[config.mk]
export PLATFORM = sky130hd
export DESIGN_NAME = ifu_fetch
export DESIGN_NICKNAME = d
export VERILOG_FILES = /design/src/rtl/ifu_fetch.sv
export SDC_FILE = /design/constraint.sdc
export NUM_CORES = 1
export LEC_CHECK = 0
export ABC_AREA = 0
export CAP_MARGIN = 20
export CORE_MARGIN = 2
export CORE_UTILIZATION = 33
export CTS_BUF_LIST = sky130_fd_sc_hd__clkbuf_4 sky130_fd_sc_hd__clkbuf_8
export CTS_CLUSTER_SIZE = 24
export DETAILED_ROUTE_END_ITERATION = 8
export GPL_ROUTABILITY_DRIVEN = 0
export GPL_TIMING_DRIVEN = 0
export SYNTH_ARGS = -nofsm -noshare
export SYNTH_HDL_FRONTEND = slang
export SYNTH_SLANG_ARGS = --single-unit
[constraint.sdc]
create_clock -name clk -period 5.7 [get_ports clk]
set_clock_uncertainty 0.05 [all_clocks]
set_input_delay 1.14 -clock clk [delete_from_list [all_inputs] [get_ports clk]]
set_output_delay 1.14 -clock clk [all_outputs]
set_load 0.02 [all_outputs]
[src/rtl/ifu_fetch.sv]
// ifu_fetch: instruction-fetch stage that sits directly after the PC register.
//   Captures pc_i_ifu when ce_i_ifu is high and buffer space exists, and issues
//   one outstanding request to instruction memory (valid/ready request, valid-only
//   response). It queues {pc, inst} pairs in a small FIFO that feeds decode
//   through a valid/ready interface. A flush discards queued entries and
//   drops any response that is still in flight.
// Ports:
//   clk, rst                          clock, synchronous active-high reset
//   ce_i_ifu, pc_i_ifu                PC valid / PC value from the PC register
//   flush_i_ifu                       branch redirect
//   stall_o_ifu                       0 only in a cycle where the PC is consumed
//   imem_req_valid_o/ready_i/addr_o   fetch request channel
//   imem_rsp_valid_i/data_i           fetch response channel (valid only)
//   inst_valid_o/ready_i, inst_o,
//   inst_pc_o                         FIFO head towards decode
// Optional feature macro IFU_MISALIGN_CHECK_EN adds misalign_o. When the macro
//   is defined, a PC with pc[1:0] != 0 skips memory and pushes a NOP entry that
//   is flagged as misaligned.
module ifu_fetch #(
  parameter int ADDR_W    = 64,
  parameter int INST_W    = 32,
  parameter int BUF_DEPTH = 2
) (
  input  logic              clk,
  input  logic              rst,
  input  logic              ce_i_ifu,
  input  logic [ADDR_W-1:0] pc_i_ifu,
  input  logic              flush_i_ifu,
  output logic              stall_o_ifu,
  output logic              imem_req_valid_o,
  input  logic              imem_req_ready_i,
  output logic [ADDR_W-1:0] imem_addr_o,
  input  logic              imem_rsp_valid_i,
  input  logic [INST_W-1:0] imem_rsp_data_i,
  output logic              inst_valid_o,
  input  logic              inst_ready_i,
  output logic [INST_W-1:0] inst_o,
  output logic [ADDR_W-1:0] inst_pc_o
`ifdef IFU_MISALIGN_CHECK_EN
  ,
  output logic              misalign_o
`endif
);

  localparam int PTR_W = (BUF_DEPTH > 1) ? $clog2(BUF_DEPTH) : 1;
  localparam int CNT_W = PTR_W + 1;
  localparam logic [CNT_W-1:0] DEPTH_C = CNT_W'(BUF_DEPTH);

  localparam logic [1:0] S_IDLE  = 2'd0;
  localparam logic [1:0] S_REQ   = 2'd1;
  localparam logic [1:0] S_WAIT  = 2'd2;
  localparam logic [1:0] S_DRAIN = 2'd3;

  logic [1:0]        state_q, state_d;
  logic [ADDR_W-1:0] addr_q, addr_d;
  logic [PTR_W-1:0]  wr_ptr_q, wr_ptr_d, rd_ptr_q, rd_ptr_d;
  logic [CNT_W-1:0]  count_q, count_d;
  logic [ADDR_W-1:0] last_pc_q, last_pc_d;
  logic [INST_W-1:0] last_inst_q, last_inst_d;

  logic [ADDR_W-1:0] pc_mem   [BUF_DEPTH];
  logic [INST_W-1:0] inst_mem [BUF_DEPTH];

  logic              head_valid, push, pop, capture, pc_aligned;
  logic [ADDR_W-1:0] push_pc;
  logic [INST_W-1:0] push_inst;
  logic [CNT_W-1:0]  count_after;

`ifdef IFU_MISALIGN_CHECK_EN
  logic mis_mem [BUF_DEPTH];
  logic last_mis_q, last_mis_d, push_mis;
  assign pc_aligned = (pc_i_ifu[1:0] == 2'b00);
`else
  assign pc_aligned = 1'b1;
`endif

  assign head_valid = (count_q != '0);
  assign pop        = head_valid && inst_ready_i && !flush_i_ifu;
  // Occupancy once this cycle's response is pushed and any pop retires.
  assign count_after = count_q + CNT_W'(1) - CNT_W'(pop);

  always_comb begin
    state_d   = state_q;
    addr_d    = addr_q;
    push      = 1'b0;
    push_pc   = addr_q;
    push_inst = imem_rsp_data_i;
    capture   = 1'b0;
`ifdef IFU_MISALIGN_CHECK_EN
    push_mis  = 1'b0;
`endif
    case (state_q)
      S_IDLE: begin
        // Nothing is in flight in IDLE, so only queued entries use up slots.
        if (ce_i_ifu && !flush_i_ifu && (count_q < DEPTH_C)) begin
          capture = 1'b1;
          if (pc_aligned) begin
            addr_d  = pc_i_ifu;
            state_d = S_REQ;
          end else begin
`ifdef IFU_MISALIGN_CHECK_EN
            push      = 1'b1;
            push_pc   = pc_i_ifu;
            push_inst = INST_W'(32'h0000_0013);
            push_mis  = 1'b1;
`endif
          end
        end
      end
      S_REQ: begin
        // The request stays up during a flush cycle. If it is accepted in that
        // cycle, its response is still owed and must be drained.
        if (imem_req_ready_i) state_d = flush_i_ifu ? S_DRAIN : S_WAIT;
        else if (flush_i_ifu) state_d = S_IDLE;
      end
      S_WAIT: begin
        if (imem_rsp_valid_i) begin
          if (flush_i_ifu) begin
            state_d = S_IDLE;
          end else begin
            push    = 1'b1;
            state_d = S_IDLE;
            if (ce_i_ifu && pc_aligned && (count_after < DEPTH_C)) begin
              capture = 1'b1;
              addr_d  = pc_i_ifu;
              state_d = S_REQ;
            end
          end
        end else if (flush_i_ifu) begin
          state_d = S_DRAIN;
        end
      end
      default: begin
        if (imem_rsp_valid_i) state_d = S_IDLE;
      end
    endcase
  end

  always_comb begin
    wr_ptr_d    = wr_ptr_q + PTR_W'(push);
    rd_ptr_d    = rd_ptr_q + PTR_W'(pop);
    count_d     = count_q + CNT_W'(push) - CNT_W'(pop);
    last_pc_d   = last_pc_q;
    last_inst_d = last_inst_q;
`ifdef IFU_MISALIGN_CHECK_EN
    last_mis_d  = last_mis_q;
`endif
    // Remember the departing head so that the outputs hold once the FIFO is empty.
    if (head_valid && (pop || flush_i_ifu)) begin
      last_pc_d   = pc_mem[rd_ptr_q];
      last_inst_d = inst_mem[rd_ptr_q];
`ifdef IFU_MISALIGN_CHECK_EN
      last_mis_d  = mis_mem[rd_ptr_q];
`endif
    end
    if (flush_i_ifu) begin
      wr_ptr_d = '0;
      rd_ptr_d = '0;
      count_d  = '0;
    end
  end

  always_ff @(posedge clk) begin
    if (rst) begin
      state_q     <= S_IDLE;
      addr_q      <= '0;
      wr_ptr_q    <= '0;
      rd_ptr_q    <= '0;
      count_q     <= '0;
      last_pc_q   <= '0;
      last_inst_q <= '0;
`ifdef IFU_MISALIGN_CHECK_EN
      last_mis_q  <= 1'b0;
`endif
    end else begin
      state_q     <= state_d;
      addr_q      <= addr_d;
      wr_ptr_q    <= wr_ptr_d;
      rd_ptr_q    <= rd_ptr_d;
      count_q     <= count_d;
      last_pc_q   <= last_pc_d;
      last_inst_q <= last_inst_d;
`ifdef IFU_MISALIGN_CHECK_EN
      last_mis_q  <= last_mis_d;
`endif
    end
  end

  always_ff @(posedge clk) begin
    if (push) begin
      pc_mem[wr_ptr_q]   <= push_pc;
      inst_mem[wr_ptr_q] <= push_inst;
`ifdef IFU_MISALIGN_CHECK_EN
      mis_mem[wr_ptr_q]  <= push_mis;
`endif
    end
  end

  assign stall_o_ifu      = rst || !capture;
  assign imem_req_valid_o = (state_q == S_REQ);
  assign imem_addr_o      = addr_q;
  assign inst_valid_o     = head_valid;
  assign inst_o           = head_valid ? inst_mem[rd_ptr_q] : last_inst_q;
  assign inst_pc_o        = head_valid ? pc_mem[rd_ptr_q] : last_pc_q;
`ifdef IFU_MISALIGN_CHECK_EN
  assign misalign_o       = head_valid ? mis_mem[rd_ptr_q] : last_mis_q;
`endif

endmodule

# --- Yosys cells after proc, flatten, opt, wreduce, memory -nomap -nowiden ---
# Memory sizes are Yosys's and may differ from the RTL's. A register that Yosys moved wholly into a read port is not among the register bits.
# Index checks and enable logic that the tools add are counted.
word_totals:
  wordCells: 71
  output_inout_bits: 163
  mem_bits_rw: 192
  n_memories: 2
  regBits: 166
memory_table:
  columns: ["name", "words", "word_bits", "read_ports", "rd_clocked_by_memory_dff", "wr", "line", "text"]
  rows:
  - ["pc_mem", 2, 64, 1, 1, 1, "61", "logic [ADDR_W-1:0] pc_mem [BUF_DEPTH];"]
  - ["inst_mem", 2, 32, 1, 1, 1, "62", "logic [INST_W-1:0] inst_mem [BUF_DEPTH];"]
op_classes:
  n_eq_ne: 8
  magnitude_cmp: 2
  n_addsub: 6
  n_mux: 29
  n_reduce_logical: 17
ops:
  columns: ["operator", "n"]
  rows:
  - ["$mux W64", 5]
  - ["$pmux W64 S2", 1]
  - ["$mux W32", 1]
  - ["$mux W1", 14]
  - ["$mux W2", 6]
  - ["$ne A2 B2 Y1 const B", 4]
  - ["$logic_and A1 B1 Y1", 6]
  - ["$pmux W2 S3", 1]
  - ["$reduce_and A5 Y1", 1]
  - ["$lt A2 B2 Y1 const B", 2]
  - ["$reduce_and A4 Y1", 1]
  - ["$reduce_bool A2 Y1", 2]
  - ["$reduce_bool A4 Y1", 1]
  - ["$sub A2 B1 Y2", 2]
  - ["$ne A3 B2 Y1 const B", 1]
  - ["$ne A3 B3 Y1 const B", 1]
  - ["$add A1 B1 Y1", 2]
  - ["$add A2 B1 Y2", 1]
  - ["$add A2 B1 Y2 const B", 1]
  - ["$eq A2 B1 Y1 const B", 1]
  - ["$eq A2 B2 Y1 const B", 1]
  - ["$logic_not A1 Y1", 2]
  - ["$logic_not A2 Y1", 1]
  - ["$logic_or A1 B1 Y1", 2]
  - ["2 further kinds", 2]

# --- Logic depth before layout (Yosys ltp) ---
logic_depth:
  word_depth: 12
  ltp_mapped: 11

# --- Least setup slack after synthesis ---
# Ideal clock, no wire load.
synth_timing:
  path_type: "in2reg"
  start: "input imem_rsp_valid_i"
  end: "memory inst_mem[1][0] (enable)"
  cell_stages: 6
  arrival_time_ns: 4.336
  setup_time_ns: 0.466
  slack_ns: 0.848
  path_cell_list: "nand2_1 -> buf_1 -> clkbuf_1 -> or3_1 -> inv_1 -> ha_1"
synth_between:
  elab_chain_len: 4
synth_lines:
  columns: ["element", "line", "text"]
  rows:
  - ["start: declaration", "33", "input logic imem_rsp_valid_i,"]
  - ["$mux W1", "117", "if (imem_rsp_valid_i) begin"]
  - ["$mux W1", "92", "case (state_q)"]
  - ["$mux W1", "190", "if (push) begin"]
  - ["$mux W1 (not written as such)", "192", "inst_mem[wr_ptr_q] <= push_inst;"]
  - ["end: declaration", "62", null]
# No other way between the ends.

# --- Final worst setup path ---
layout_timing:
  start: "input inst_ready_i"
  end: "output stall_o_ifu"
layout_between:
  elab_chain_len: 11
layout_lines:
  columns: ["element", "line", "text"]
  rows:
  - ["start: declaration", "36", "input logic inst_ready_i,"]
  - ["$logic_and A1 B1 Y1 (2 in a row)", "78", "assign pop = head_valid && inst_ready_i && !flush_i_ifu;"]
  - ["$sub A2 B1 Y2", "80", "assign count_after = count_q + CNT_W'(1) - CNT_W'(pop);"]
  - ["$lt A2 B2 Y1", "123", "if (ce_i_ifu && pc_aligned && (count_after < DEPTH_C)) begin"]
  - ["$logic_and A1 B1 Y1", "123", null]
  - ["$mux W1", "123", null]
  - ["$mux W1", "118", "if (flush_i_ifu) begin"]
  - ["$mux W1", "117", null]
  - ["$pmux W1 S2", "92", null]
  - ["$logic_not A1 Y1", "199", "assign stall_o_ifu = rst || !capture;"]
  - ["$logic_or A1 B1 Y1", "199", null]
  - ["end: declaration", "29", "output logic stall_o_ifu,"]
# No other way between the ends.

==> flow_metrics.env <==
export IMPL_status="finished, final reports clean"
export IMPL_drc=0
export IMPL_critical_path_slowest_cell="clkbuf_1"
export IMPL_syn_inst=1414
export IMPL_reg2reg_setup_slack_ns=2.28
export IMPL_setup_violations=0
export IMPL_grt_pass1_wl_mm=74.5
export IMPL_fin_nets=1849
export IMPL_peakVddDrop_mv=0.132
export IMPL_power_leakage_uw=0.00678
export IMPL_final_cell_mix="264 x clkdlybuf4s50_1, 196 x nor2_1, 192 x edfxtp_1"
export IMPL_drive_gt1_frac=0.125
export IMPL_synth_area_um2=15900
export IMPL_end_kind="output port"
export IMPL_grtUsageTotal=0.193
export IMPL_mostFrequentLayoutCell="clkdlybuf4s50_1"
export IMPL_ys_warn_count=0
export IMPL_synth_area_leaders="edfxtp_1 36%, dfxtp_1 21%, mux2i_1 6.0%, o211ai_2 5.0%, nor2_1 4.6%"
export IMPL_final_cells=2412
export IMPL_synth_edff_count=192
export IMPL_clkTransAtPathRegs_ns=0.07
export IMPL_cp_common_cell="clkdlybuf4s50_1"
export IMPL_fmax_mhz=201
export IMPL_regArea_um2=9090
export IMPL_die_w_um=224
export IMPL_antenna_found_initial=5
export IMPL_crit_required_ns=4.51
export IMPL_clkSinkCount=358
export IMPL_cp_cell_sequence="clkdlybuf4s50_1 -> nor2b_1 -> or3_1 -> clkbuf_1 -> nand3_1 -> a211o_1 -> clkdlybuf4s50_1"
export IMPL_port_buffers=264
export IMPL_clk_path_buf_depth=3
export IMPL_relSlewSlack=0.284
export IMPL_period_needed_ns=4.96
export IMPL_hpwl_mm=34.0
export IMPL_clkPwrFrac=0.431
export IMPL_root_buffer="clkbuf_8"
export IMPL_dp_cells=2295
export IMPL_synth_ff_type="edfxtp_1"
export IMPL_syn_avg_cell_area_um2=11.3
export IMPL_yosysTopAreaCell="edfxtp_1"
export IMPL_multiInputGateArea_um2=6090
export IMPL_cts_hold_buf=0
export IMPL_cts_made_buffers=60
export IMPL_dr_total_vias=12800
export IMPL_post_route_period_util=0.871
export IMPL_netlist_area_leader_share=0.362
export IMPL_p_per_area_nw_per_um2=275
export IMPL_die_area_um2=50000
export IMPL_syn_nets=1521
export IMPL_r2r_worst_path_cells=7
export IMPL_start_util=0.334
export IMPL_drt_iter0_drc=847
export IMPL_ys_seq_elements=358
export IMPL_grt_start_max_net_pins=54
export IMPL_coreArea_um2=47600
export IMPL_sequentialPowerShare=0.489
export IMPL_cts_resized=0
export IMPL_drtAntennaViolNets=0
export IMPL_vias_per_cell=5.32
export IMPL_tritoncts="built"
export IMPL_sw_frac_of_total=0.237
export IMPL_tightest_slew_ns=1.07
export IMPL_drv_cap=0
export IMPL_post_cts_setup_buffers=0
export IMPL_intPower_uw=4360
export IMPL_switching_power_uw=1350
export IMPL_hold_ws_ns=0.427
export IMPL_p_comb_frac=0.080
export IMPL_grt_overflow_total=0
export IMPL_drv_slew=0
export IMPL_cpPeakStageDelay_ns=0.65
export IMPL_ys_types=36
export IMPL_rsz0062_at_grt="no"
export IMPL_row_count=80
export IMPL_firstDrtPassIters=5
export IMPL_die_h_um=224
export IMPL_cts_htree_levels=2
export IMPL_area_growth_syn_to_layout_pct=30.2
export IMPL_critPathKind="primary input to output port"
export IMPL_synthArstFlopShare=0
export IMPL_insertion_delay_ns=0.65
export IMPL_start_kind="primary input"
export IMPL_wl_per_cell_um=20.7
export IMPL_yosysSeqAreaShare=0.571
export IMPL_first_global_vias=13000
export IMPL_drt_total_wl_mm=50.0
export IMPL_fillCellCount=4476
export IMPL_hp_class="register to register"
export IMPL_cp_max_fo=10
export IMPL_hold_path_cell_count=0
export IMPL_crit_arrival_ns=3.77
export IMPL_io_pins=266
export IMPL_finalHoldViolCount=0
[power groups by stage]
stage	Combinational, uW	Sequential [uW]	Clock [uW]
2_1_floorplan	198	2860	0
3_3_place_gp	445	2850	0
3_5_place_dp	454	2850	0
4_1_cts	456	2790	2540
5_1_grt	482	2800	2640
6_report	455	2790	2460
[final timing paths]
check | from | endpoint
setup reg to reg | state_q[1] | inst_mem[0][11]
hold reg to reg | imem_addr_o[46] | pc_mem[0][46]
setup / recovery | inst_ready_i | stall_o_ifu
hold / removal | imem_addr_o[46] | pc_mem[0][46]
[Yosys cell counts (all sizes together) (2+ instances only)]
cell type  count
nor3          68
mux2i         96
nor2         196
a21oi         97
nand2          3
xnor2          2
nor2b         67
or2            3
nand4         64
edfxtp       192
clkbuf        86
dfxtp        166
a211oi        97
xor2           3
buf           59
o211ai        64
a21o           2
a32oi         64
inv            4
or3            2
ha             4
nand2b        65
[worst max-delay path: cells and delay by family]
kind,cells,cell delay (ns)
buffers and inverters,3,1.78
AOI/OAI and AO/OA,1,0.29
and+or+nand+nor,3,0.55
[per-layer routing]
layer / share of wire / wire length, um / up-vias / track usage
met3: 0.062 / 3110 / 113 / 0.0399
met5: 0.00082 / 41 / - / 0
met4: 0.037 / 1860 / 6 / 0.0877
li1: - / - / 5986 / -
met2: 0.48 / 23800 / 457 / 0.324
met1: 0.42 / 21200 / 6266 / 0.241
[kinds of logic after synthesis]
group	Yosys count	share of synthesized area
AOI/OAI and AO/OA	330	0.166
xor gates and xnor gates	5	0.00275
adders and majority gates	4	0.00314
buffers and inverters	149	0.0482
DFF	358	0.571
muxes	96	0.0603
and+or+nand+nor	472	0.149
[through the flow]
step                      setup TNS, ns  utilization  power, uW  setup slack (ns)  area, um^2
after CTS                             0        0.435       5790             0.702       20700
after detailed placement              0        0.407       3300             0.776       19400
after global routing                  0        0.435       5920             0.572       20700
final                                 0        0.435       5710             0.737       20700
after global placement          -387.11        0.406       3290             -2.02       19300
after floorplan                       0            -       3060             0.848       15900
[area by class of cell]
cell class / instances / share of cell area
Buffer: 145 / 0.0363
Sequential cell: 358 / 0.438
Inverter: 4 / 0.000724
Clock inverter: 28 / 0.0112
Timing Repair Buffer: 266 / 0.130
Tap cell: 615 / 0.0371
Multi-Input combinational cell: 907 / 0.294
Clock buffer: 84 / 0.0518
Antenna cell: 5 / 0.000603
[sequential cells by signal (all words and copies together) (netlist names)]
signal	flops
pc_mem	128
imem_addr_o	64
inst_mem	64
last_pc_q	64
last_inst_q	32
count_q	2
state_q	2
rd_ptr_q	1
wr_ptr_q	1
Note: power is estimated with default switching activity, not from simulation.
